**src/rtl/mux_channel_scanner_pkg.sv**
```systemverilog
// -----------------------------------------------------------------------------
// mux_channel_scanner_pkg
// Shared definitions for the 4-to-1 mux channel scanner.
//   state_t : FSM state encoding (IDLE, SETTLE, SAMPLE, DONE)
//   SEL_W   : width of the mux select {s1,s0}
//   NUM_CH  : number of mux channels scanned per word
// -----------------------------------------------------------------------------
package mux_channel_scanner_pkg;

   localparam int SEL_W  = 2;
   localparam int NUM_CH = 4;

   typedef enum logic [1:0] {
      ST_IDLE   = 2'd0,
      ST_SETTLE = 2'd1,
      ST_SAMPLE = 2'd2,
      ST_DONE   = 2'd3
   } state_t;

endpackage

```
**src/rtl/mux_channel_scanner_settle.sv**
```systemverilog
// -----------------------------------------------------------------------------
// mux_settle_counter
// Counts the cycles the mux select has been held stable.
//   clk      : system clock, rising edge
//   rst      : synchronous active-high reset
//   clear    : return the count to zero (takes priority over enable)
//   enable   : advance the count by one this cycle
//   terminal : count has reached SETTLE_CYCLES-1 (last settle cycle)
// -----------------------------------------------------------------------------
module mux_settle_counter #(
   parameter int SETTLE_CYCLES = 2,
   parameter int CNT_W         = 4
) (
   input  logic clk,
   input  logic rst,
   input  logic clear,
   input  logic enable,
   output logic terminal
);

   // With no settle phase the counter is never enabled; the terminal value
   // is pinned to zero so the subtraction cannot wrap.
   localparam logic [CNT_W-1:0] LP_LAST =
      (SETTLE_CYCLES == 0) ? '0 : CNT_W'(SETTLE_CYCLES - 1);

   logic [CNT_W-1:0] r_cnt;

   // NOTE: sequential state is updated with non-blocking assignments so every
   // register samples its inputs from the same pre-edge values.
   always_ff @(posedge clk) begin
      if (rst || clear) begin
         r_cnt <= '0;
      end else if (enable) begin
         r_cnt <= r_cnt + 1'b1;
      end
   end

   assign terminal = (r_cnt == LP_LAST);

endmodule

```
**src/rtl/mux_channel_scanner.sv**
```systemverilog
// -----------------------------------------------------------------------------
// mux_channel_scanner
// Drives the select lines of an external 4-to-1 mux, waits SETTLE_CYCLES on
// each channel, samples the mux output and presents the assembled 4-bit word
// on a valid/ready handshake. Single-shot (start) or continuous scanning.
//   clk, rst   : system clock; synchronous active-high reset
//   start      : begin one scan (honoured only in IDLE)
//   continuous : start from IDLE and rescan after every handshake
//   mux_out    : mux output, sampled only in SAMPLE
//   s1, s0     : registered mux select
//   word       : bit i = mux_out captured with select = i
//   word_valid : word holds a complete scan
//   word_ready : consumer accepts word (ignored while word_valid = 0)
//   busy       : high in every state except IDLE
// -----------------------------------------------------------------------------
module mux_channel_scanner
   import mux_channel_scanner_pkg::*;
#(
   parameter int SETTLE_CYCLES = 2,
   parameter int CNT_W         = 4
) (
   input  logic       clk,
   input  logic       rst,
   input  logic       start,
   input  logic       continuous,
   input  logic       mux_out,
   output logic       s0,
   output logic       s1,
   output logic [3:0] word,
   output logic       word_valid,
   input  logic       word_ready,
   output logic       busy
);

   // State entered whenever a channel's select has just been applied.
   localparam state_t LP_SCAN_ST = (SETTLE_CYCLES == 0) ? ST_SAMPLE : ST_SETTLE;
   localparam logic [SEL_W-1:0] LP_LAST_CH = SEL_W'(NUM_CH - 1);

   state_t              r_state;
   logic [SEL_W-1:0]    r_sel;
   logic [NUM_CH-2:0]   r_shadow;
   logic [NUM_CH-1:0]   r_word;
   logic                r_valid;
   logic                r_busy;

   state_t              w_state_nxt;
   logic [SEL_W-1:0]    w_sel_nxt;
   logic [NUM_CH-2:0]   w_shadow_nxt;
   logic [NUM_CH-1:0]   w_word_nxt;
   logic                w_valid_nxt;
   logic                w_settle_en;
   logic                w_settle_done;

   // Counter runs only in SETTLE and is held at zero everywhere else, so it
   // always starts from zero on entry to SETTLE.
   assign w_settle_en = (r_state == ST_SETTLE);

   mux_settle_counter #(
      .SETTLE_CYCLES (SETTLE_CYCLES),
      .CNT_W         (CNT_W)
   ) u_settle (
      .clk      (clk),
      .rst      (rst),
      .clear    (!w_settle_en),
      .enable   (w_settle_en),
      .terminal (w_settle_done)
   );

   // NOTE: every signal driven here gets a default first, so no path through
   // the case leaves one unassigned and no latch is inferred.
   always_comb begin
      w_state_nxt  = r_state;
      w_sel_nxt    = r_sel;
      w_shadow_nxt = r_shadow;
      w_word_nxt   = r_word;
      w_valid_nxt  = r_valid;

      unique case (r_state)
         ST_IDLE: begin
            if (start || continuous) begin
               w_sel_nxt   = '0;
               w_state_nxt = LP_SCAN_ST;
            end
         end
         ST_SETTLE: begin
            if (w_settle_done) begin
               w_state_nxt = ST_SAMPLE;
            end
         end
         ST_SAMPLE: begin
            if (r_sel != LP_LAST_CH) begin
               w_shadow_nxt[r_sel] = mux_out;
               w_sel_nxt           = r_sel + 1'b1;
               w_state_nxt         = LP_SCAN_ST;
            end else begin
               // Last channel goes straight into the word; the shadow bits
               // hold channels 0..2.
               w_word_nxt  = {mux_out, r_shadow};
               w_valid_nxt = 1'b1;
               w_state_nxt = ST_DONE;
            end
         end
         ST_DONE: begin
            if (word_ready) begin
               w_valid_nxt = 1'b0;
               w_sel_nxt   = '0;
               w_state_nxt = continuous ? LP_SCAN_ST : ST_IDLE;
            end
         end
         default: w_state_nxt = ST_IDLE;
      endcase
   end

   always_ff @(posedge clk) begin
      if (rst) begin
         r_state  <= ST_IDLE;
         r_sel    <= '0;
         r_shadow <= '0;
         r_word   <= '0;
         r_valid  <= 1'b0;
         r_busy   <= 1'b0;
      end else begin
         r_state  <= w_state_nxt;
         r_sel    <= w_sel_nxt;
         r_shadow <= w_shadow_nxt;
         r_word   <= w_word_nxt;
         r_valid  <= w_valid_nxt;
         r_busy   <= (w_state_nxt != ST_IDLE);
      end
   end

   assign s0         = r_sel[0];
   assign s1         = r_sel[1];
   assign word       = r_word;
   assign word_valid = r_valid;
   assign busy       = r_busy;

endmodule

```
**config.mk**
```make
export PLATFORM = sky130hd
export DESIGN_NAME = mux_channel_scanner
export DESIGN_NICKNAME = d
export VERILOG_FILES = /design/src/rtl/mux_channel_scanner_pkg.sv /design/src/rtl/mux_channel_scanner_settle.sv /design/src/rtl/mux_channel_scanner.sv
export SDC_FILE = /design/constraint.sdc
export NUM_CORES = 1
export LEC_CHECK = 0
export ABC_CLOCK_PERIOD_IN_PS = 1950
export CORE_MARGIN = 2
export CORE_UTILIZATION = 40
export DETAILED_ROUTE_END_ITERATION = 10
export SYNTH_ARGS = -nofsm -noshare
export SYNTH_HDL_FRONTEND = slang
export SYNTH_SLANG_ARGS = --single-unit
```
**constraint.sdc**
```tcl
create_clock -name clk -period 1.95 [get_ports clk]
set_input_delay 0.2925 -clock clk [delete_from_list [all_inputs] [get_ports clk]]
set_output_delay 0.2925 -clock clk [all_outputs]
set_load 0.1 [all_outputs]
```
=== Yosys cells after proc, flatten, opt, wreduce, memory -nomap -nowiden ===
Cells that the tools add are included.

* Register bits after elaboration: 17
* Latch bits: 0
* Bits in writable memories: 0
* Memory bits (read-only): 0
* Input port bits: 6
* Output and inout port bits: 8
* Logic and storage cells: 49
* Memories kept: 0

* $add $sub $neg: 2
* Multipliers: 0
* Div/mod/pow operators: 0
* Order comparisons: 2
* Equal/unequal tests: 9
* Shift-type cells: 0
* Multiplexer cells: 16
* Bitwise logic cells: 1
* Reduce and logical (&&, ||, !) cells: 12

{| class="wikitable"
|+ Operators with widths
! cell !! number
|-
| two-way mux 2 bit || 7
|-
| inequality test 2 bit, second input constant || 5
|-
| case mux 2 bit (4 select lines) || 1
|-
| case mux 2 bit (3 select lines) || 1
|-
| adder 4 x 1 -> 4 bit, second input constant || 1
|-
| == test 2 bit, second input constant || 2
|-
| == test 4 x 1 -> 1 bit, second input constant || 1
|-
| two-way mux 1 bit || 4
|-
| AND reduction 2 bit || 2
|-
| AND reduction 4 bit || 1
|-
| nonzero test 2 bit || 2
|-
| bitwise mux 3 bit || 1
|-
| < comparator 2 x 3 -> 1 bit, second input constant || 1
|-
| AND reduction 3 bit || 1
|-
| nonzero test 3 bit || 1
|-
| adder 2 x 1 -> 2 bit, second input constant || 1
|-
| demux 1 bit (select 2 bit) || 1
|-
| == test 2 x 1 -> 1 bit, second input constant || 1
|-
| greater-or-equal comparator 2 x 1 -> 1 bit, second input constant || 1
|-
| logical NOT 2 bit || 1
|-
| logical OR 1 bit || 2
|-
| case mux 1 bit (2 select lines) || 1
|-
| logical AND 1 bit || 1
|-
| logical NOT 1 bit || 1
|-
| NOT 1 bit || 1
|}

=== Longest topological paths before layout ===
Gate-level depths: netlist (run 1).

* Depth in word-level cells: 5
* Depth in mapped cells: 5
* Gate-level depth less buffers: 5

=== Hierarchy ===
From an unflattened synthesis (run 1), not the netlist that was laid out.

* Cell total of the unflattened synthesis: 91
* Area total of the unflattened synthesis: 823.3 µm²

{| class="wikitable"
|+ Modules (own cells, without submodules)
! module !! times used !! cells an instance !! area an instance (µm²) !! seq. area each (µm²)
|-
| mux_channel_scanner || 1 || 71 || 624.3 || 260.2
|-
| mux_settle_counter || 1 || 20 || 198.9 || 80.1
|}

=== Worst setup path after synthesis (run 1) ===
Ideal clock, no wire load.

* Kind: flip-flop to flip-flop
* Start point: reg r_sel[0]
* End point: reg r_shadow[1]
* Arrival time: 1.811 ns
* Setup slack: 0.022 ns
* Cell stages (with the launch flop): 5
* Buffers on the path: 0
* Clock period less this slack: 1.928 ns
* Path through: dfxtp_1 ha_1 and4bb_2 mux2i_1 nor2_1

* Cells in the longest elaborated chain, start to end: 5

{| class="wikitable"
|+ Ends and longest elaborated chain
! element !! RTL line !! RTL
|-
| from (decl) || mux_channel_scanner.sv:40 || <nowiki>logic [SEL_W-1:0] r_sel;</nowiki>
|-
| from (signal assigned) || mux_channel_scanner.sv:124 || <nowiki>r_sel <= w_sel_nxt;</nowiki>
|-
| < comparator 2 x 3 -> 1 bit (implied by the code) / greater-or-equal comparator 2 x 1 -> 1 bit (equally long branches) || mux_channel_scanner.sv:92 || <nowiki>w_shadow_nxt[r_sel] = mux_out;</nowiki>
|-
| logical AND 1 bit (implied by the code) || mux_channel_scanner.sv:92 ||
|-
| two-way mux 1 bit (implied by the code) || mux_channel_scanner.sv:92 ||
|-
| demux 1 bit (select 2 bit) || mux_channel_scanner.sv:92 ||
|-
| bitwise mux 3 bit || mux_channel_scanner.sv:92 ||
|-
| to (signal assigned) || mux_channel_scanner.sv:125 || <nowiki>r_shadow <= w_shadow_nxt;</nowiki>
|-
| to (decl) || mux_channel_scanner.sv:41 || <nowiki>logic [NUM_CH-2:0] r_shadow;</nowiki>
|}

Parallel ways exist; a longest one is shown, timed or not.
A chain may end at the register's enable or synchronous reset.

=== Worst setup path in the final report (run 1) ===
* Start point: reg r_sel[0]
* End point: reg r_sel[0]

* Cells in the longest elaborated chain, start to end: 3

{| class="wikitable"
|+ Ends and longest elaborated chain
! element !! RTL line
|-
| adder 2 x 1 -> 2 bit / inequality test 2 bit (equally long branches) || mux_channel_scanner.sv:93, mux_channel_scanner.sv:91
|-
| two-way mux 2 bit / inequality test 2 bit (equally long branches) || --
|-
| case mux 2 bit (3 select lines) / AND reduction 4 bit (equally long branches) || --
|}

Parallel ways exist; a longest one is shown, timed or not. The select of a mux whose other input is x is not followed.

==> report_table.html, run 1 <==
<table>
<tr><th>Metric</th><th>Value</th></tr>
<tr><th colspan="2">Status</th></tr>
<tr><td>Outcome</td><td>finished, final reports clean</td></tr>
<tr><th colspan="2">Global routing</th></tr>
<tr><td>Total global routing overflow</td><td>0</td></tr>
<tr><td>Antenna violations before repair</td><td>0</td></tr>
<tr><td>Global-route wire length before repair</td><td>between 2000 and 2500 um</td></tr>
<tr><td>Via count of the first global-routing pass</td><td>479</td></tr>
<tr><td>Overall global routing resource usage</td><td>11.1%</td></tr>
<tr><td>Maximum number of pins on one net before global-route repair</td><td>16</td></tr>
<tr><th colspan="2">STA</th></tr>
<tr><td>Maximum clock skew at final layout</td><td>0.00139 ns</td></tr>
<tr><td>Fmax achieved</td><td>700 MHz</td></tr>
<tr><td>Unrepaired setup endpoints after global routing</td><td>no</td></tr>
<tr><td>Max Slew Vio Count</td><td>0</td></tr>
<tr><td>Aggregate negative setup slack</td><td>0 ns</td></tr>
<tr><td>Number of hold violations in the final report</td><td>0</td></tr>
<tr><td>Transition time of the tightest slew-check pin</td><td>0.495 ns</td></tr>
<tr><td>Final Setup Violations</td><td>0</td></tr>
<tr><td>Max-slew headroom</td><td>66.9%</td></tr>
<tr><td>Final Critical Period</td><td>around 1.4 ns</td></tr>
<tr><td>Final cycle utilization of the critical path</td><td>73.3%</td></tr>
<tr><th colspan="2">Clock tree</th></tr>
<tr><td>Register clock-pin slew on the reported worst setup and hold paths</td><td>0.10 ns</td></tr>
<tr><td>Number of clock sinks</td><td>17</td></tr>
<tr><td>Post-CTS setup buffer count</td><td>0</td></tr>
<tr><td>CTS hold repair buffers</td><td>0</td></tr>
<tr><td>Resized Gates After CTS</td><td>0</td></tr>
<tr><td>H-tree levels</td><td>1</td></tr>
<tr><td>Clock root buffer</td><td>clkbuf_4</td></tr>
<tr><td>Clock tree buffer depth</td><td>2</td></tr>
<tr><td>Number of buffers created by CTS</td><td>3</td></tr>
<tr><td>CTS tree</td><td>done</td></tr>
<tr><td>Clk_lat worst skew</td><td>0.28 ns</td></tr>
<tr><th colspan="2">Floorplanning</th></tr>
<tr><td>I/O pin count</td><td>14</td></tr>
<tr><td>Floorplan Core Area</td><td>between 0.0015 and 0.002 mm2</td></tr>
<tr><td>Area enclosed by the die boundary</td><td>0.00243 mm2</td></tr>
<tr><td>Die Y-Extent</td><td>49.3 um</td></tr>
<tr><td>Num rows</td><td>16</td></tr>
<tr><td>Width of the die</td><td>a little under 50 um</td></tr>
<tr><td>Starting Density</td><td>42.3%</td></tr>
<tr><th colspan="2">Synth</th></tr>
<tr><td>Number of enable flip-flop cells after synthesis</td><td>0</td></tr>
<tr><td>Mean instance size in the synthesized netlist</td><td>10.5 um2</td></tr>
<tr><td>Top flip-flop cell by instance count after synthesis</td><td>dfxtp_1</td></tr>
<tr><td>Sequential-to-total area share from yosys stat</td><td>41.4%</td></tr>
<tr><td>Share of synthesized registers carrying an async set or reset</td><td>0%</td></tr>
<tr><td>Post-synthesis sequential element count</td><td>17</td></tr>
<tr><td>Mapped Nets</td><td>90</td></tr>
<tr><td>Post-Synthesis Cells</td><td>78</td></tr>
<tr><td>Synth unique cells</td><td>25</td></tr>
<tr><td>Cell area after technology mapping</td><td>between 800 and 900 um2</td></tr>
<tr><td>Total number of yosys warnings</td><td>0</td></tr>
<tr><th colspan="2">Power</th></tr>
<tr><td>Leakage power of the design</td><td>0.434 nW</td></tr>
<tr><td>Total Power</td><td>0.613 mW</td></tr>
<tr><td>IR drop worst, VDD</td><td>491 uV</td></tr>
<tr><td>Pwr dens</td><td>630 mW/mm2</td></tr>
<tr><th colspan="2">Worst setup path</th></tr>
<tr><td>Crit. End Element</td><td>register</td></tr>
<tr><td>Req. time, crit path</td><td>around 2.2 ns</td></tr>
<tr><td>Buffers plus inverters on the worst setup path</td><td>0</td></tr>
<tr><td>Cell with the largest stage delay on the worst path</td><td>dfxtp_1</td></tr>
<tr><td>Largest fanout on the critical path</td><td>6</td></tr>
<tr><td>Worst path arrival time</td><td>1.64 ns</td></tr>
<tr><td>Crit-path cells</td><td>ha_1 &gt; or2_1 &gt; a21boi_2 &gt; mux2i_1</td></tr>
<tr><td>Type of the setup path with the least slack</td><td>register to register</td></tr>
<tr><td>Startpoint type of the worst setup path</td><td>register</td></tr>
<tr><td>Cell family contributing the most delay on the critical path</td><td>flip-flops</td></tr>
<tr><td>Largest stage delay on the critical path</td><td>around 0.38 ns</td></tr>
<tr><th colspan="2">Flow run</th></tr>
<tr><td>Max-cap violations</td><td>0</td></tr>
<tr><th colspan="2">Detailed routing</th></tr>
<tr><td>Length of the first detailed-routing pass in iterations</td><td>4</td></tr>
<tr><td>Residual DRC count</td><td>0</td></tr>
<tr><td>Total number of vias</td><td>approximately 570</td></tr>
<tr><td>Average routed wire per standard cell</td><td>11.0 um</td></tr>
<tr><td>Antenna violation net count after detailed routing</td><td>0</td></tr>
<tr><td>DR iter-0 viols</td><td>9</td></tr>
<tr><td>Via-per-instance ratio</td><td>4.78</td></tr>
<tr><td>Final WL</td><td>1320 um</td></tr>
<tr><th colspan="2">Place</th></tr>
<tr><td>I/O Buffers</td><td>13</td></tr>
<tr><td>Half-perimeter wire length after placement</td><td>1010 um</td></tr>
<tr><td>GPL Wtd Cong</td><td>slightly above 0.7</td></tr>
<tr><td>Count of placed standard cells including taps</td><td>between 100 and 150</td></tr>
<tr><th colspan="2">Final layout</th></tr>
<tr><td>Ant. Diodes</td><td>0</td></tr>
<tr><td>Area growth from synthesis to final layout</td><td>18.3%</td></tr>
<tr><td>Total number of nets in the final design</td><td>106</td></tr>
<tr><td>Share of post-route cells with drive strength above 1</td><td>21.5%</td></tr>
<tr><td>Fill cells</td><td>191</td></tr>
<tr><td>Filler-free cell count of the finished design</td><td>120</td></tr>
<tr><th colspan="2">Hold path</th></tr>
<tr><td>Min-Delay Path Class</td><td>register to register</td></tr>
</table>
## final timing paths
check / start / endpoint / slack, ns / depth (start not counted)
max: r_sel[0] / r_sel[0] / 0.52 / 4
min: u_settle.r_cnt[0] / u_settle.r_cnt[0] / 0.48 / 1
max reg2reg: r_sel[0] / r_sel[0] / 0.52 / 4
min reg2reg: u_settle.r_cnt[0] / u_settle.r_cnt[0] / 0.48 / 1
## state kept, by name, indices dropped and copies added (netlist names)
| signal | flops |
|---|---|
| r_state | 2 |
| r_shadow | 3 |
| word_valid | 1 |
| busy | 1 |
| word | 4 |
| u_settle.r_cnt | 4 |
| r_sel | 2 |
## stage by stage
step,instance area (um2),hold WS [ns],util [%],setup WS (ns)
finish,972,0.480,50.1,0.521
global route,972,0.502,50.1,0.449
CTS,972,0.486,50.1,0.521
detailed placement,946,0.463,48.7,0.547
global placement,946,0.454,48.7,0.556
floorplan,822,0.367,-,0.0218
## cell usage after synthesis, drive strengths merged (2+ instances only)
cell type  count  area [um2]
mux2i          9        90.1
a21oi          2        10.0
nand3          2        10.0
nand3b         3        35.0
o311ai         2        17.5
inv            4        15.0
nand2          3        11.3
dfxtp         17         340
buf            3        27.5
ha             6        75.1
nor2          13        48.8
and4bb         3        37.5
## power breakdown
part | total [mW] | internal [mW] | switching, mW
sequential | 0.366 | 0.354 | 0.0122
clock | 0.186 | 0.0793 | 0.106
combinational | 0.0610 | 0.0282 | 0.0328
## per-layer routing
layer	vias to the layer above	wire length (um)	GRT usage (%)
met5	-	0	0
met4	0	0	4.29
met3	0	44	1.84
met2	7	599	15.3
met1	263	680	16.9
li1	303	-	-
## cell usage in the layout, fill, tap and decap left out
cell / n
clkbuf_1: 1
and4bb_2: 3
nor4_2: 1
nor2_1: 13
a2bb2oi_1: 1
buf_4: 9
nor3_2: 1
and4b_1: 1
ha_1: 6
a21boi_2: 1
dfxtp_1: 17
xnor2_1: 1
clkbuf_4: 3
clkdlybuf4s50_1: 5
nand3b_1: 2
o311ai_0: 2
nand3b_4: 1
and2_1: 1
or3_1: 1
xor2_1: 1
inv_1: 4
mux2i_1: 9
nor4b_2: 1
or2_1: 1
a21oi_1: 2
nand2_1: 3
nand3_1: 2
## logic make-up after synthesis
| logic type | Yosys count | synth area share [%] |
|---|---|---|
| buffers and inverters | 7 | 5.17 |
| xor gates and xnor gates | 2 | 2.13 |
| adders and majority gates | 6 | 9.13 |
| AOI/OAI and AO/OA | 6 | 5.78 |
| DFF | 17 | 41.4 |
| muxes | 9 | 11.0 |
| and+or+nand+nor | 31 | 25.4 |
## layout make-up
cell class              instances  area (um2)  area share (%)
inverters                       4        15.0            1.54
flip-flops and latches         17         340            35.0
repair buffers                 14         118            12.1
well taps                      27        33.8            3.47
clock buffers                   4        26.3            2.70
multi-input cells              54         439            45.2
(Power assumes the default switching activity.)
==> inputs of run 2 (changes only) <==
--- a/config.mk
+++ b/config.mk
@@ -5,10 +5,11 @@
 export SDC_FILE = /design/constraint.sdc
 export NUM_CORES = 1
 export LEC_CHECK = 0
-export ABC_CLOCK_PERIOD_IN_PS = 1950
+export ABC_CLOCK_PERIOD_IN_PS = 1200
 export CORE_MARGIN = 2
 export CORE_UTILIZATION = 40
 export DETAILED_ROUTE_END_ITERATION = 10
+export PLACE_DENSITY = 0.65
 export SYNTH_ARGS = -nofsm -noshare
 export SYNTH_HDL_FRONTEND = slang
 export SYNTH_SLANG_ARGS = --single-unit
==> constraint.sdc (replaced) <==
create_clock -name clk -period 1.2 [get_ports clk]
set_input_delay 0.18 -clock clk [delete_from_list [all_inputs] [get_ports clk]]
set_output_delay 0.18 -clock clk [all_outputs]
set_load 0.1 [all_outputs]
==> report_table.html, run 2 (same netlist as run 1, synthesis figures left out) <==
<table>
<tr><th>Metric</th><th>Value</th></tr>
<tr><th colspan="2">Status</th></tr>
<tr><td>Outcome</td><td>complete, but fails checks</td></tr>
<tr><td>Violated checks</td><td>setup timing</td></tr>
<tr><th colspan="2">Final layout</th></tr>
<tr><td>Commonest cells after routing, fill and taps aside</td><td>nor2_1 (13), mux2i_1 (9), dfxtp_1 (8), buf_12 (8), buf_4 (8)</td></tr>
<tr><td>Ant. Diodes</td><td>0</td></tr>
<tr><td>Area growth from synthesis to final layout</td><td>44.9%</td></tr>
<tr><td>Share of post-route cells with drive strength above 1</td><td>roughly two fifths</td></tr>
<tr><td>Total number of nets in the final design</td><td>around 110</td></tr>
<tr><td>Filler-free cell count of the finished design</td><td>128</td></tr>
<tr><td>Most common cell after layout, fill and taps aside</td><td>nor2_1</td></tr>
<tr><th colspan="2">Clock tree</th></tr>
<tr><td>Clock tree buffer depth</td><td>2</td></tr>
<tr><td>Number of clock sinks</td><td>17</td></tr>
<tr><td>Number of buffers created by CTS</td><td>3</td></tr>
<tr><td>H-tree levels</td><td>1</td></tr>
<tr><td>Clk_lat worst skew</td><td>roughly 0.3 ns</td></tr>
<tr><td>Register clock-pin slew on the reported worst setup and hold paths</td><td>0.10 ns</td></tr>
<tr><td>CTS tree</td><td>done</td></tr>
<tr><td>Clock root buffer</td><td>clkbuf_4</td></tr>
<tr><th colspan="2">Power</th></tr>
<tr><td>Internal</td><td>between 0.7 and 0.8 mW</td></tr>
<tr><td>Sw power</td><td>0.268 mW</td></tr>
<tr><td>Clock power frac</td><td>a little under a third</td></tr>
<tr><td>Pwr dens</td><td>just under 900 mW/mm2</td></tr>
<tr><td>Portion of total power attributed to sequential cells</td><td>between 50% and 60%</td></tr>
<tr><td>IR drop worst, VDD</td><td>765 uV</td></tr>
<tr><td>Logic pwr share</td><td>12.6%</td></tr>
<tr><td>Total Power</td><td>between 1 and 1.5 mW</td></tr>
<tr><td>Sw Ratio</td><td>26.0%</td></tr>
<tr><td>Leakage power of the design</td><td>0.510 nW</td></tr>
<tr><th colspan="2">STA</th></tr>
<tr><td>Fmax achieved</td><td>806 MHz</td></tr>
<tr><td>Final worst slack</td><td>-0.0406 ns</td></tr>
<tr><td>Maximum clock skew at final layout</td><td>0.00657 ns</td></tr>
<tr><td>Max Slew Vio Count</td><td>0</td></tr>
<tr><td>Unrepaired setup endpoints after global routing</td><td>yes</td></tr>
<tr><td>Final Critical Period</td><td>1.24 ns</td></tr>
<tr><td>Final Setup Violations</td><td>4</td></tr>
<tr><td>Aggregate negative setup slack</td><td>-0.113 ns</td></tr>
<tr><td>Final cycle utilization of the critical path</td><td>103%</td></tr>
<tr><td>Number of hold violations in the final report</td><td>0</td></tr>
<tr><td>Max-slew headroom</td><td>80.6%</td></tr>
<tr><td>Transition time of the tightest slew-check pin</td><td>0.287 ns</td></tr>
<tr><th colspan="2">Global routing</th></tr>
<tr><td>Maximum number of pins on one net before global-route repair</td><td>13</td></tr>
<tr><td>Overall global routing resource usage</td><td>13.4%</td></tr>
<tr><td>Global-route wire length before repair</td><td>2540 um</td></tr>
<tr><td>Via count of the first global-routing pass</td><td>613</td></tr>
<tr><td>Antenna violations before repair</td><td>0</td></tr>
<tr><td>Total global routing overflow</td><td>0</td></tr>
<tr><th colspan="2">Detailed routing</th></tr>
<tr><td>DR iter-0 viols</td><td>3</td></tr>
<tr><td>Average routed wire per standard cell</td><td>11.6 um</td></tr>
<tr><td>Final WL</td><td>1480 um</td></tr>
<tr><td>Via-per-instance ratio</td><td>around 4.8</td></tr>
<tr><td>Residual DRC count</td><td>0</td></tr>
<tr><td>Total number of vias</td><td>611</td></tr>
<tr><td>Antenna violation net count after detailed routing</td><td>0</td></tr>
<tr><td>Length of the first detailed-routing pass in iterations</td><td>4</td></tr>
<tr><th colspan="2">Floorplanning</th></tr>
<tr><td>Area enclosed by the die boundary</td><td>0.00243 mm2</td></tr>
<tr><td>Floorplan Core Area</td><td>0.00194 mm2</td></tr>
<tr><td>Width of the die</td><td>49.3 um</td></tr>
<tr><td>Num rows</td><td>16</td></tr>
<tr><td>Die Y-Extent</td><td>just under 50 um</td></tr>
<tr><td>Starting Density</td><td>42.3%</td></tr>
<tr><td>I/O pin count</td><td>14</td></tr>
<tr><th colspan="2">Worst setup path</th></tr>
<tr><td>Worst path arrival time</td><td>approximately 1.5 ns</td></tr>
<tr><td>Largest fanout on the critical path</td><td>6</td></tr>
<tr><td>Type of the setup path with the least slack</td><td>register to register</td></tr>
<tr><td>Reg-to-reg slack, setup</td><td>-0.04 ns</td></tr>
<tr><td>Startpoint type of the worst setup path</td><td>register</td></tr>
<tr><td>Crit. End Element</td><td>register</td></tr>
<tr><td>Number of cells traversed by the worst register-to-register path</td><td>4</td></tr>
<tr><td>Req. time, crit path</td><td>1.43 ns</td></tr>
<tr><th colspan="2">Hold path</th></tr>
<tr><td>Worst hold path cell count</td><td>1</td></tr>
<tr><td>Min-Delay Path Class</td><td>register to register</td></tr>
<tr><th colspan="2">Place</th></tr>
<tr><td>Half-perimeter wire length after placement</td><td>1160 um</td></tr>
<tr><td>Setup slack after placement</td><td>-0.164 ns</td></tr>
<tr><td>I/O Buffers</td><td>13</td></tr>
<tr><td>GPL Wtd Cong</td><td>0.723</td></tr>
<tr><td>Count of placed standard cells including taps</td><td>123</td></tr>
<tr><th colspan="2">Flow run</th></tr>
<tr><td>Max-cap violations</td><td>0</td></tr>
</table>
## run 2: worst max-delay path: stages, from the launching register on
cell      delay, ns
dfxtp_4        0.38
ha_4           0.18
or2_4          0.24
a21boi_4       0.18
mux2i_1        0.19
## run 2: repair_timing
action,in CTS,in global routing
gates resized for setup,0,10
hold buffers,0,0
endpoints found under the setup margin,2,13
pin swaps,1,3
buffers inserted,0,1
## run 2: final timing paths
path	startpoint	to
max	r_sel[1]	r_sel[1]
min	u_settle.r_cnt[0]	u_settle.r_cnt[0]
max reg2reg	r_sel[1]	r_sel[1]
min reg2reg	u_settle.r_cnt[0]	u_settle.r_cnt[0]
## run 2: metal layers
| metal | wire, um | GRT usage (%) | vias up |
|---|---|---|---|
| li1 | - | - | 318 |
| met1 | 717 | 17.8 | 282 |
| met2 | 697 | 20.0 | 9 |
| met3 | 40 | 1.84 | 2 |
| met4 | 25 | 8.57 | 0 |
| met5 | 0 | 0 | - |
## run 2: cell type report
class / count / area [um2]
clock inverters: 1 / 5.00
multi-input cells: 54 / 474
well taps: 27 / 33.8
inverters: 4 / 17.5
flip-flops and latches: 17 / 357
repair buffers: 22 / 282
fillers: 173 / 751
clock buffers: 3 / 22.5
## run 2: per-stage QoR
stage | util, % | hold slack, ns | instance area [um2]
global placement | 57.9 | 0.450 | 1120
detailed placement | 57.9 | 0.465 | 1120
finish | 61.3 | 0.486 | 1190
floorplan | - | 0.254 | 848
global route | 61.3 | 0.532 | 1190
CTS | 59.3 | 0.489 | 1150
## run 2: power by group through the flow
stage	clock [mW]	combinational, mW	sequential [mW]
2_1_floorplan	0	0.0583	0.614
3_3_place_gp	0	0.120	0.601
3_5_place_dp	0	0.123	0.602
4_1_cts	0.320	0.123	0.589
5_1_grt	0.342	0.140	0.593
6_report	0.311	0.130	0.590
==> inputs of run 3 (changes only) <==
--- a/config.mk
+++ b/config.mk
@@ -10,6 +10,7 @@
 export CORE_UTILIZATION = 40
 export DETAILED_ROUTE_END_ITERATION = 10
 export PLACE_DENSITY = 0.65
+export SLEW_MARGIN = 20
 export SYNTH_ARGS = -nofsm -noshare
 export SYNTH_HDL_FRONTEND = slang
 export SYNTH_SLANG_ARGS = --single-unit
==> results of run 3 <==
Same layout as run 2: the final DEF is identical, and so are final timing and power.
